**src/rtl/pr_decoder_grant.sv**
```systemverilog
// 3:8 grant decoder: latches an encoder code and drives a registered one-hot grant for HOLD cycles, then idles GAP cycles.
// Latency: grant appears one edge after acceptance; backpressure via ready (high only in IDLE, no input-to-ready path).
module pr_decoder_grant #(
    parameter int unsigned HOLD = 4,
    parameter int unsigned GAP  = 1
) (
    input  logic       clk,
    input  logic       rst_n,
    input  logic [2:0] code_in,
    input  logic       idle_in,
    input  logic       ack_in,
    output logic       ready,
    output logic [7:0] grant,
    output logic [2:0] grant_code,
    output logic       done
);

    typedef enum logic [1:0] {
        S_IDLE    = 2'd0,
        S_GRANT   = 2'd1,
        S_RECOVER = 2'd2
    } state_t;

    localparam logic [7:0] HOLD_M1 = 8'(HOLD - 1);
    localparam logic [7:0] GAP_M1  = 8'(GAP - 1);

    state_t     state_q, state_d;
    logic [7:0] cnt_q,   cnt_d;
    logic [7:0] grant_q, grant_d;
    logic [2:0] code_q,  code_d;
    logic       done_q,  done_d;

    always_ff @(posedge clk or negedge rst_n) begin
        if (!rst_n) begin
            state_q <= S_IDLE;
            cnt_q   <= 8'd0;
            grant_q <= 8'h00;
            code_q  <= 3'd0;
            done_q  <= 1'b0;
        end else begin
            state_q <= state_d;
            cnt_q   <= cnt_d;
            grant_q <= grant_d;
            code_q  <= code_d;
            done_q  <= done_d;
        end
    end

    // One shared down-counter times both the grant hold and the recovery gap.
    always_comb begin
        state_d = state_q;
        cnt_d   = cnt_q;
        grant_d = grant_q;
        code_d  = code_q;
        done_d  = 1'b0;
        unique case (state_q)
            S_IDLE: begin
                grant_d = 8'h00;
                if (!idle_in) begin
                    code_d  = code_in;
                    grant_d = 8'h01 << code_in;
                    cnt_d   = HOLD_M1;
                    state_d = S_GRANT;
                end
            end
            S_GRANT: begin
                if (ack_in || (cnt_q == 8'd0)) begin
                    grant_d = 8'h00;
                    done_d  = 1'b1;
                    if (GAP > 0) begin
                        cnt_d   = GAP_M1;
                        state_d = S_RECOVER;
                    end else begin
                        state_d = S_IDLE;
                    end
                end else begin
                    cnt_d = cnt_q - 8'd1;
                end
            end
            S_RECOVER: begin
                grant_d = 8'h00;
                if (cnt_q == 8'd0) begin
                    state_d = S_IDLE;
                end else begin
                    cnt_d = cnt_q - 8'd1;
                end
            end
            default: begin
                grant_d = 8'h00;
                cnt_d   = 8'd0;
                state_d = S_IDLE;
            end
        endcase
    end

    assign ready      = (state_q == S_IDLE);
    assign grant      = grant_q;
    assign grant_code = code_q;
    assign done       = done_q;

endmodule

```
**config.mk**
```make
export PLATFORM = sky130hd
export DESIGN_NAME = pr_decoder_grant
export DESIGN_NICKNAME = d
export VERILOG_FILES = /design/src/rtl/pr_decoder_grant.sv
export SDC_FILE = /design/constraint.sdc
export NUM_CORES = 1
export LEC_CHECK = 0
export CELL_PAD_IN_SITES_DETAIL_PLACEMENT = 0
export CELL_PAD_IN_SITES_GLOBAL_PLACEMENT = 1
export CORE_MARGIN = 10
export CORE_UTILIZATION = 41
export CTS_BUF_LIST = sky130_fd_sc_hd__clkbuf_4 sky130_fd_sc_hd__clkbuf_8
export CTS_CLUSTER_SIZE = 24
export DETAILED_ROUTE_END_ITERATION = 10
export PLACE_DENSITY_LB_ADDON = 0.1
export SYNTH_ARGS = -nofsm -noshare
export SYNTH_HDL_FRONTEND = slang
export SYNTH_SLANG_ARGS = --single-unit
export TNS_END_PERCENT = 30
```
**constraint.sdc**
```tcl
create_clock -name clk -period 2.34 [get_ports clk]
set_input_delay 0.585 -clock clk [delete_from_list [all_inputs] [get_ports clk]]
set_output_delay 0.585 -clock clk [all_outputs]
set_load 0.02 [all_outputs]
```
* Word level (Yosys, flattened, before mapping)
Cells that the tools add are included.
Operators by class: add/sub/neg operators 1, eq/ne operators 6, shift operators 1, muxes and demuxes 13, bitwise logic cells 1, reductions and logical operators 6
Operators by type and width (number):
- $mux 8 | 5
- $pmux 8 s3 | 1
- $pmux 8 s2 | 1
- $logic_not 8->1 | 1
- $ne 2x2->1 const B | 4
- $shl 1x3->8 const A | 1
- $sub 8x1->8 const B | 1
- $mux 2 | 3
- $pmux 2 s3 | 1
- $reduce_and 2->1 | 2
- $reduce_and 3->1 | 1
- $eq 2x1->1 const B | 1
- $eq 2x2->1 const B | 1
- $logic_not 2->1 | 1
- $mux 1 | 2
- $logic_or 1x1->1 | 1
- $not 1->1 | 1
Word-level totals: register bits after elaboration 22, input bits 7, output and inout bits 13, word-level logic and storage cells 33

* Depth between registers and ports, before layout
depth in word-level cells 4, mapped depth 6, depth with buffers taken out 6

* Worst setup path before layout
Ideal clock, no wire load.
kind reg-to-reg, start point reg cnt_q[0], end point reg state_q[0], setup time 0.127 ns, arrival time 1.702 ns, path slack 0.511 ns, stages on the path, launching flop included 7, path buffers 1, clock period less this slack 1.829 ns, cells stage by stage dfrtp_1 -> inv_1 -> ha_1 -> nor3b_1 -> a211oi_2 -> buf_2 -> or2_2
On the way: longest elaborated chain between the ends 4, elaborated cells between the ends (all ways) 5, classes of those cells eq/ne (2); reduce/logical (3)
RTL lines:
- from (decl) | RTL line 28 | logic [7:0] cnt_q, cnt_d;
- from (signal assigned) | RTL line 42 | cnt_q <= cnt_d;
- $logic_not 8->1 (*) | RTL line 67, 82
- $logic_or 1x1->1 | RTL line 67 | if (ack_in || (cnt_q == 8'd0)) begin
- $ne 2x2->1 (no source line)
- $reduce_and 3->1 (no source line) (*)
- to (signal assigned) | RTL line 41 | state_q <= state_d;
- to (decl) | RTL line 27 | state_t state_q, state_d;
Mark *: on every way between the ends. The rest lies on a longest branch, timed or not. A chain may end at the register's enable or synchronous reset.

* Final worst setup path
start point reg state_q[0], end point out ready
On the way: longest elaborated chain between the ends 1
RTL lines:
- $logic_not 2->1 | RTL line 96 | assign ready = (state_q == S_IDLE);
- to (decl) | RTL line 12 | output logic ready,
No other way between the ends.

==> results.py <==
metrics = {
    "outcome": {
        "status": "complete, no violations",
    },
    "synth": {
        "ys_top_cells_by_area": "dfrtp_1, a22o_1, mux2_2, a21oi_1, o21ai_0",
        "async_flop_share_pct": 100,
        "yosysTopAreaCellShare_pct": 52.5,
        "synth_common_cells": "dfrtp_1, a21oi_1, a22o_1, nor2_1, o21ai_0",
        "synth_cell_types": 36,
        "postSynthCellCount": 95,
        "ys_seq_elements": 22,
        "ys.flop_type": "dfrtp_1",
        "avgSynthCellArea_sq_um": 11.0,
        "yosys_warnings": 0,
        "seq_area_frac_synth_pct": 52.5,
        "synth_edf_count": 0,
        "syn_nets": 104,
        "synth.cell_area_sq_um": 1050,
        "yosysTopAreaCell": "dfrtp_1",
        "synth_most_common_cell": "dfrtp_1",
    },
    "global_routing": {
        "grt_max_degree": 23,
        "grt_pass1_wl_microns": 4080,
        "grt_use_total_pct": 9.62,
        "grt_pass1_vias": 853,
        "grt.overflow.total": 0,
        "grt_antenna_before_repair": 0,
    },
    "pwr": {
        "comb_power_share_pct": 44.5,
        "seqPwrFrac_pct": 37.0,
        "switching_share_pct": 38.0,
        "ir_drop_mv": 0.735,
        "switchingPower_mw": 0.603,
        "p_leak_nw": 0.580,
        "powerDensity_nw_per_um2": 1180,
        "p_int_mw": 0.983,
        "pwr-share-clk_pct": 18.5,
    },
    "place": {
        "post-dp-hpwl_microns": 1730,
        "dp_slack_ns": 0.0825,
        "place_congestion": 0.778,
        "io_buffers": 19,
    },
    "worst_hold_path": {
        "hp-class": "reg2reg",
    },
    "sta": {
        "slew_headroom_pct": 43.8,
        "period_needed_ns": 2.15,
        "whs_ns": 0.510,
        "finClkSkew_ns": 0.00389,
        "hold_viol": 0,
        "tns_ns": 0,
        "fmaxAchievable_mhz": 466,
        "finalMaxSlewViolations": 0,
        "fin_crit_sh_pct": 91.7,
        "worst_pin_slew_ns": 0.841,
        "fin_ws_ns": 0.194,
        "setup_viol": 0,
        "rsz0062_at_grt": "no",
    },
    "setup_path": {
        "critical_path_peak_fanout": 9,
        "path_cells": "nor2_1 -> clkdlybuf4s50_1",
        "critPathRequiredTime_ns": 1.75,
        "cpLargestDelayFamily": "buffers and inverters",
        "setup.worst_path.start_class": "register",
        "crit_type": "reg2out",
        "crit_buf_inv": 1,
        "cp_slowest_cell": "clkdlybuf4s50_1",
        "critPathCaptureType": "output port",
        "arrival_ns": 1.56,
        "critical_path.max_stage_delay_ns": 0.62,
    },
    "clock_tree": {
        "clock_sinks": 22,
        "cts_setup_buffers": 0,
        "clk_latency_ns": 0.31,
        "clock_tree.buffer_depth": 2,
        "clock-root-buffer": "clkbuf_4",
        "cts_tree": "built",
        "hold_buffers": 0,
        "cts_inserted_buffers": 3,
        "cts_max_level": 1,
        "cts.clk_slew.worst_paths_ns": 0.13,
        "cts-resized-gates": 0,
    },
    "layout": {
        "fillCellCount": 227,
        "diodes": 0,
        "final_nets": 129,
        "area_growth_pct": 28.6,
        "drive_gt1_share_pct": 13.4,
    },
    "detailed_routing": {
        "via_per_inst": 5.61,
        "postRouteWirelength_microns": 2320,
        "remaining_drc_errors": 0,
        "drtIter0Drc": 54,
        "vias": 836,
        "wl_per_cell_microns": 15.6,
        "first_pass_iters": 4,
        "ant_nets": 0,
    },
    "floorplanning": {
        "die_w_microns": 70.6,
        "core_sq_um": 2450,
        "ios": 20,
        "die_h_microns": 70.6,
        "start_util_pct": 42.7,
        "dieArea_sq_um": 4980,
        "rows": 18,
    },
    "job": {
        "drv_cap": 0,
    },
}
## layout by cell type, fill, tap and decap left out, types with 2 or more instances in the layout
master and count:
nor4_1 2, or2_2 2, clkbuf_4 3, dfrtp_1 22
or3_1 3, a32o_1 2, nor2_1 6, inv_1 4
a22o_1 6, buf_4 3, nor3b_1 2, mux2_2 3
nor2b_1 3, clkdlybuf4s50_1 19, nor3_1 3, o21ai_0 6
ha_1 2, nand2_1 2, a21oi_1 6
## per-layer routing
layer | vias to the layer above | GRT usage (%) | share of wire [%]
met5 | - | 0 | 0
li1 | 408 | - | -
met4 | 0 | 3.23 | 0.56
met1 | 410 | 11.1 | 43
met2 | 16 | 15.6 | 48
met3 | 2 | 4.18 | 8.3
## per-stage QoR
step	instances	total power [mW]	instance area [sq um]	util, %
final	149	1.59	1350	54.9
after global routing	149	1.72	1350	54.9
after CTS	149	1.59	1340	54.6
after detailed placement	145	1.29	1290	52.5
after global placement	145	1.28	1290	52.5
after floorplan	95	1.05	1050	-
## sequential cells by signal, indices dropped and copies added (netlist names)
| register | count |
|---|---|
| done | 1 |
| grant | 8 |
| grant_code | 3 |
| state_q | 2 |
| cnt_q | 8 |
## worst paths after layout
kind                            start    endpoint  slack [ns]  depth (start not counted)
max in group asynchronous       rst_n  state_q[0]        1.50                          2
max reg2reg                  cnt_q[0]    cnt_q[2]        0.25                          6
max                        state_q[0]       ready        0.19                          2
min                          grant[3]    grant[3]        0.51                          1
min in group asynchronous       rst_n    cnt_q[7]        0.61                          2
min reg2reg                  grant[3]    grant[3]        0.51                          1
## power by group through the flow
stage          Sequential (mW)  Combinational, mW  Clock [mW]
2_1_floorplan            0.614              0.436           0
3_3_place_gp             0.592              0.690           0
5_1_grt                  0.608              0.788       0.319
3_5_place_dp             0.597              0.695           0
6_report                 0.587              0.706       0.293
4_1_cts                  0.590              0.698       0.302
## final cells by class
| type | instances | area (sq um) | area share (%) |
|---|---|---|---|
| clock buffers | 3 | 22.5 | 1.67 |
| clock inverters | 1 | 30.0 | 2.23 |
| inverters | 4 | 15.0 | 1.11 |
| multi-input cells | 67 | 480 | 35.6 |
| flip-flops and latches | 22 | 551 | 40.8 |
| well taps | 30 | 37.5 | 2.78 |
| repair buffers | 22 | 213 | 15.8 |
## worst register-to-register path, delay by kind of cell, from the launching register on
family	cells	cell delay, ns
AOI/OAI and AO/OA	3	0.69
and+or+nand+nor	1	0.69
DFF	1	0.42
adders and majority gates	1	0.14
buffers and inverters	1	0.09
## cells by family (layout without fill, tap and decap cells)
family,after synthesis,count (layout),share of synthesized area [%]
simple gates,29,29,16.3
flops,22,22,52.5
fa+ha+maj,2,2,2.39
compound gates,32,32,22.2
buf+inv,6,30,2.39
mux,4,4,4.18
No activity file was read; power rests on OpenSTA's default activity.
